`src/rtl/fan_speed_pkg.sv`:
```
// Shared widths and constants for the fan PWM block.
package fan_speed_pkg;

  localparam int              CNT_W   = 8;
  localparam logic [CNT_W-1:0] CNT_MAX = 8'd255;
  localparam int              KICK_W  = 4;

endpackage

```
`src/rtl/fan_speed_tick.sv`:
```
// Prescaler: emits a one-cycle step enable every PRESCALE clk cycles.
module fan_speed_tick #(
  parameter int PRESCALE = 1
) (
  input  logic clk,
  input  logic arst,
  output logic step
);

  // Keep at least one bit so PRESCALE=1 still elaborates cleanly.
  localparam int            PW       = (PRESCALE > 1) ? $clog2(PRESCALE) : 1;
  localparam logic [PW-1:0] PRE_LAST = PW'(PRESCALE - 1);

  logic [PW-1:0] pre_q;

  assign step = (pre_q == PRE_LAST);

  always_ff @(posedge clk or negedge arst) begin
    if (!arst)     pre_q <= '0;
    else if (step) pre_q <= '0;
    else           pre_q <= pre_q + 1'b1;
  end

endmodule

```
`src/rtl/fan_speed.sv`:
```
// Fan PWM generator: 256-step period, duty latched at period start.
// Optional kick-start (full drive for KICK_PERIODS periods from standstill) under FAN_KICKSTART_EN.
module fan_speed
  import fan_speed_pkg::*;
#(
  parameter int PRESCALE     = 1,
  parameter int KICK_PERIODS = 4
) (
  input  logic             clk,
  input  logic             arst,
  input  logic [CNT_W-1:0] speed,
  output logic             pwm_data
);

  logic             step;
  logic             boundary;
  logic [CNT_W-1:0] cnt;
  logic [CNT_W-1:0] duty_q;

  fan_speed_tick #(.PRESCALE(PRESCALE)) u_tick (
    .clk  (clk),
    .arst (arst),
    .step (step)
  );

  // The step that wraps cnt 255->0 is the only point where speed is sampled.
  assign boundary = step && (cnt == CNT_MAX);

  always_ff @(posedge clk or negedge arst) begin
    if (!arst) begin
      cnt    <= '0;
      duty_q <= '0;
    end else if (step) begin
      cnt <= cnt + 1'b1;
      if (boundary) duty_q <= speed;
    end
  end

`ifdef FAN_KICKSTART_EN
  logic [KICK_W-1:0] kick_q;

  // kick_q holds the number of full-drive periods still to run.
  always_ff @(posedge clk or negedge arst) begin
    if (!arst) begin
      kick_q <= '0;
    end else if (boundary) begin
      if (speed != '0 && duty_q == '0) kick_q <= KICK_W'(KICK_PERIODS);
      else if (speed == '0)            kick_q <= '0;
      else if (kick_q != '0)           kick_q <= kick_q - 1'b1;
    end
  end

  assign pwm_data = (kick_q != '0) || (cnt < duty_q);
`else
  assign pwm_data = (cnt < duty_q);
`endif

endmodule

```
`config.mk`:
```
export PLATFORM = sky130hd
export DESIGN_NAME = fan_speed
export DESIGN_NICKNAME = d
export VERILOG_FILES = /design/src/rtl/fan_speed_pkg.sv /design/src/rtl/fan_speed_tick.sv /design/src/rtl/fan_speed.sv
export SDC_FILE = /design/constraint.sdc
export NUM_CORES = 1
export LEC_CHECK = 0
export BUFFER_PORTS_ARGS = -buffer_cell sky130_fd_sc_hd__buf_2
export CAP_MARGIN = 30
export CORE_MARGIN = 4
export CORE_UTILIZATION = 54
export CTS_CLUSTER_DIAMETER = 80
export CTS_CLUSTER_SIZE = 25
export DETAILED_ROUTE_END_ITERATION = 8
export GPL_ROUTABILITY_DRIVEN = 0
export PLACE_DENSITY = 0.74
export SYNTH_ARGS = -nofsm -noshare
export SYNTH_HDL_FRONTEND = slang
export SYNTH_SLANG_ARGS = --single-unit
```
`constraint.sdc`:
```
create_clock -name clk -period 1.85 [get_ports clk]
set_input_delay 0.37 -clock clk [delete_from_list [all_inputs] [get_ports clk]]
set_output_delay 0.37 -clock clk [all_outputs]
set_load 0.01 [all_outputs]
```
# Word level (Yosys, flattened, before mapping)
# Cells that the tools add are included.
# op_classes
add_sub_neg	2
n_lt_le_gt_ge	1
n_eq_ne	1
muxes	1
bitwise_logic	1
n_reduce_logical	2
# op_table
cell	n
adder 8 x 1 -> 8 bit, second input constant	1
equality test 8 bit, second input constant	1
< comparator 8 bit	1
AND reduction 2 bit	1
adder 1 bit, second input constant	1
logical AND 1 bit	1
two-way mux 1 bit	1
NOT 1 bit	1
# word_totals
register_bits	17
inputBits	10
output_inout_bits	1
word_cells	11

# Longest topological paths before layout
# logic_depth
depth_word	3
ltp_mapped	5
mapped_depth_nobuf	5

# Hierarchy
# Synthesis repeated with hierarchy kept, for this count alone.
# hier_totals
hier_cells	72
area_unflattened_um2	830.8
# by_module_without_submodules
module	n_inst	cells_per_inst	area_per_inst_um2
fan_speed	1	70	819.5
fan_speed_tick	1	2	11.3

# Worst setup path after synthesis
# Ideal clock, no wire load.
# synth_path
path_type	register to output
startpoint	register cnt[4]
endpoint	output pwm_data
arrival_time_ps	1158
slack_ps	322
path_stages_with_launch	5
path_buffers	0
path_cell_list	dfrtp_1 -> ha_1 -> a21oi_1 -> o211ai_1 -> a21oi_1
# synth_between
elab_chain_cells	1
# synth_rtl
item	line_no	rtl
start: declaration	fan_speed.sv:17	logic [CNT_W-1:0] cnt;
start signal: assignment	fan_speed.sv:34	cnt <= cnt + 1'b1;
< comparator 8 bit	fan_speed.sv:55	assign pwm_data = (cnt < duty_q);
end: declaration	fan_speed.sv:12	output logic pwm_data
# No other way between the ends.

# Worst setup path after layout
# layout_path
startpoint	register cnt[7]
endpoint	output pwm_data
# Same word-level chain as after synthesis.

==> impl_metrics.prom <==
# TYPE chip_impl_metric gauge
chip_impl_metric{name="final_period_minus_worst_setup_slack",unit="ps"} 1831
chip_impl_info{name="end_kind",value="primary output"} 1
chip_impl_metric{name="edff_count_synth",unit=""} 0
chip_impl_metric{name="peak_fanout_along_the_critical_path",unit=""} 3
chip_impl_metric{name="io_pins",unit=""} 11
chip_impl_metric{name="drtAntennaViolNets",unit=""} 0
chip_impl_metric{name="number_of_global_route_vias_before_repair",unit=""} 590
chip_impl_metric{name="grt_antenna_before_repair",unit=""} 0
chip_impl_metric{name="post_route_cells_drive_above_1_share",unit=""} 0.4946
chip_impl_info{name="synth_area_leader_cell",value="sky130_fd_sc_hd__dfrtp_1"} 1
chip_impl_metric{name="synthesis.nets",unit=""} 87
chip_impl_metric{name="power.share.clock",unit=""} 0.385
chip_impl_metric{name="drc_errors",unit=""} 0
chip_impl_metric{name="die_h",unit="um"} 46.57
chip_impl_info{name="timing.hold.worst.class",value="in -> reg"} 1
chip_impl_metric{name="cts.htree.levels",unit=""} 1
chip_impl_metric{name="vias_per_cell",unit=""} 5.333
chip_impl_info{name="outcome",value="finished, final reports clean"} 1
chip_impl_metric{name="cts.sinks",unit=""} 16
chip_impl_metric{name="design.core.area",unit="sq um"} 1350
chip_impl_info{name="ys_top_cells_by_area",value="sky130_fd_sc_hd__dfrtp_1 (50%), sky130_fd_sc_hd__ha_1 (12%), sky130_fd_sc_hd__mux2_2 (11%), sky130_fd_sc_hd__inv_1 (4.7%), sky130_fd_sc_hd__xnor2_1 (3.3%)"} 1
chip_impl_metric{name="report.final.slew_viol_count",unit=""} 0
chip_impl_info{name="synth_most_common_cell",value="sky130_fd_sc_hd__dfrtp_1"} 1
chip_impl_metric{name="antenna-diode-count",unit=""} 0
chip_impl_info{name="yosys_most_used_dff",value="sky130_fd_sc_hd__dfrtp_1"} 1
chip_impl_metric{name="max_slew_margin_vs_limit",unit=""} 0.7164
chip_impl_metric{name="syn_avg_cell_area",unit="sq um"} 11.64
chip_impl_metric{name="filler_cell_count",unit=""} 101
chip_impl_metric{name="worst_endpoint_data_arrival_time",unit="ps"} 1460
chip_impl_metric{name="hold_viol",unit=""} 0
chip_impl_metric{name="grt_overflow_total",unit=""} 0
chip_impl_metric{name="route.vias.total",unit=""} 576
chip_impl_metric{name="power.share.sequential",unit=""} 0.587
chip_impl_metric{name="std_cell_rows",unit=""} 13
chip_impl_metric{name="synth-warning-count",unit=""} 0
chip_impl_metric{name="timing.max_cap.violations",unit=""} 0
chip_impl_info{name="grt_setup_unrepaired",value="true"} 1
chip_impl_metric{name="post-route-util",unit=""} 0.7859
chip_impl_metric{name="p_sw_frac",unit=""} 0.1987
chip_impl_metric{name="cts_inserted_buffers",unit=""} 3
chip_impl_metric{name="design.die.area",unit="sq um"} 2169
chip_impl_metric{name="ctsLongestPathBuffers",unit=""} 2
chip_impl_metric{name="synth_seq_cells",unit=""} 16
chip_impl_info{name="setup.worst_path.class",value="reg -> out"} 1
chip_impl_metric{name="synth.cell_area",unit="sq um"} 803.3
chip_impl_metric{name="synth_seq_area_share",unit=""} 0.4984
chip_impl_metric{name="ir_worst_vdd",unit="mV"} 0.4094
chip_impl_metric{name="total_power",unit="uW"} 595.5
chip_impl_metric{name="grt_start_max_net_pins",unit=""} 17
chip_impl_metric{name="max_freq",unit="MHz"} 546.1
chip_impl_info{name="cts_tree",value="built"} 1
chip_impl_info{name="worst_setup_path_start_kind",value="flop"} 1
chip_impl_metric{name="portBuffers",unit=""} 10
chip_impl_metric{name="drtIter0Drc",unit=""} 5
chip_impl_metric{name="p_int",unit="uW"} 477.2
chip_impl_metric{name="yosysTopAreaCellShare",unit=""} 0.4984
chip_impl_metric{name="skew",unit="ps"} 4.055
chip_impl_metric{name="nets",unit=""} 112
chip_impl_info{name="ys_top_cells_by_count",value="sky130_fd_sc_hd__dfrtp_1 (16), sky130_fd_sc_hd__inv_1 (10), sky130_fd_sc_hd__ha_1 (8), sky130_fd_sc_hd__mux2_2 (8)"} 1
chip_impl_metric{name="power_frac_comb",unit=""} 0.028
chip_impl_metric{name="clock_insertion_delay_worst_skew",unit="ps"} 280
chip_impl_metric{name="die_w",unit="um"} 46.57
chip_impl_metric{name="firstDrtPassIters",unit=""} 4
chip_impl_metric{name="async_reset_ff_frac",unit=""} 1.000
chip_impl_metric{name="area_growth_syn_to_layout",unit="%"} 32.09
chip_impl_metric{name="min_period_over_period",unit=""} 0.9898
chip_impl_metric{name="globalRouteTotalUtil",unit=""} 0.1718
chip_impl_metric{name="postSynthCellCount",unit=""} 69
chip_impl_metric{name="dp_hpwl",unit="um"} 1068
chip_impl_metric{name="routed_length_per_placed_instance",unit="um"} 14.70
chip_impl_metric{name="critPathRequiredTime",unit="ps"} 1480
chip_impl_metric{name="floorplan.initialDensity",unit=""} 0.5950
chip_impl_metric{name="leakage_power",unit="nW"} 0.5340
chip_impl_metric{name="detail_route.wirelength",unit="um"} 1588
chip_impl_metric{name="net-switching-power",unit="uW"} 118.3
chip_impl_metric{name="setup_viol",unit=""} 0
chip_impl_metric{name="cts.reportedPaths.clkPinSlew",unit="ps"} 90
chip_impl_metric{name="slew_at_the_pin_closest_to_its_max_slew_limit",unit="ps"} 424.0
chip_impl_metric{name="netlist-cell-type-count",unit=""} 16
chip_impl_metric{name="first_pass_grt_wire_length",unit="um"} 2559
chip_impl_metric{name="pwr_density_cell",unit="nW/um^2"} 561.3
chip_impl_info{name="cts-root-buf",value="sky130_fd_sc_hd__clkbuf_4"} 1
-- state kept, by name (all words and copies together) (netlist names) --
signal and cells:
cnt 8, duty_q 8
-- path summary, 6_finish.rpt --
check / start / endpoint / slack (ps) / depth (start not counted)
max: cnt[7] / pwm_data / 20 / 5
min: speed[0] / duty_q[0] / 310 / 2
max reg2reg: cnt[1] / duty_q[1] / 150 / 5
min reg2reg: cnt[0] / cnt[0] / 510 / 1
max in group asynchronous: arst / cnt[2] / 1060 / 2
min in group asynchronous: arst / cnt[6] / 520 / 2
-- layout by cell type, fill, tap and decap left out, types with 2 or more instances in the layout --
cell	netlist	routed
sky130_fd_sc_hd__clkbuf_4	0	3
sky130_fd_sc_hd__inv_2	0	3
sky130_fd_sc_hd__nand2_1	3	3
sky130_fd_sc_hd__buf_4	0	9
sky130_fd_sc_hd__nand3_1	3	2
sky130_fd_sc_hd__a21oi_2	0	2
sky130_fd_sc_hd__buf_2	0	10
sky130_fd_sc_hd__mux2_2	8	8
sky130_fd_sc_hd__inv_1	10	7
sky130_fd_sc_hd__ha_1	8	4
sky130_fd_sc_hd__xnor2_1	3	3
sky130_fd_sc_hd__nand3_2	2	3
sky130_fd_sc_hd__xor2_1	3	3
sky130_fd_sc_hd__nor2_1	4	4
sky130_fd_sc_hd__ha_4	0	4
sky130_fd_sc_hd__dfrtp_1	16	15
-- power by group through the flow --
stage	Clock (mW)	Sequential, mW	Combinational (mW)
after floorplan	0	0.356	0.000143
after global placement	0	0.356	0.0152
after detailed placement	0	0.356	0.0157
after CTS	0.235	0.349	0.0174
after global routing	0.250	0.350	0.0192
final	0.229	0.349	0.0167
-- critical path, stage by stage, from the launching register on --
cell and delay (ps):
sky130_fd_sc_hd__dfrtp_1 420, sky130_fd_sc_hd__ha_4 310, sky130_fd_sc_hd__nand3_2 90, sky130_fd_sc_hd__o211ai_1 170
sky130_fd_sc_hd__a21oi_1 50, sky130_fd_sc_hd__buf_2 140
-- cell type report --
cell class	instances	area (sq um)	area share
Sequential cell	16	401.6	0.3785
Tap cell	15	18.77	0.01769
Timing Repair Buffer	20	127.6	0.1203
Multi-Input combinational cell	43	439.2	0.4139
Inverter	10	37.54	0.03538
Clock buffer	4	36.28	0.03420
-- through the flow --
stage,hold slack [ps],setup TNS (ps),instances,instance area [sq um],setup WS (ps)
4_1_cts,307.2,0,103,994.7,4.247
5_1_grt,312.2,-67.93,108,1061,-67.93
3_3_place_gp,302.3,0,94,872.1,220.4
2_1_floorplan,74.41,0,69,803.3,322.5
3_5_place_dp,299.5,0,94,872.1,179.9
6_report,313.5,0,108,1061,18.84
-- kinds of logic (layout without fill, tap and decap cells) --
family                   Yosys count  after routing  share of synthesized area
AND/OR/NAND/NOR                   15             15                     0.1122
AO/OA/AOI/OAI                      6              6                    0.04050
XOR/XNOR                           6              6                    0.06543
adder cells (fa/ha/maj)            8              8                     0.1246
multiplexers                       8              8                     0.1122
flip-flops                        16             16                     0.4984
buffers and inverters             10             34                    0.04673
-- routing by layer --
metal / vias to the layer above / wire [um] / track usage
li1: 276 / - / -
met1: 283 / 661 / 0.2029
met2: 15 / 860 / 0.3159
met3: 2 / 59 / 0.02344
met4: 0 / 6 / 0.05114
met5: - / 0 / 0
-- repair_timing --
| item | 4_1_cts | 5_1_grt |
|---|---|---|
| hold buffers | 1 | 0 |
| setup endpoints to repair | 1 | 1 |
| endpoints found under the hold margin | 16 | 0 |
| gates resized for setup | 7 | 7 |
| pin swaps | 1 | 6 |
| setup buffers | 4 | 5 |
Note: power is estimated with default switching activity, not from simulation.
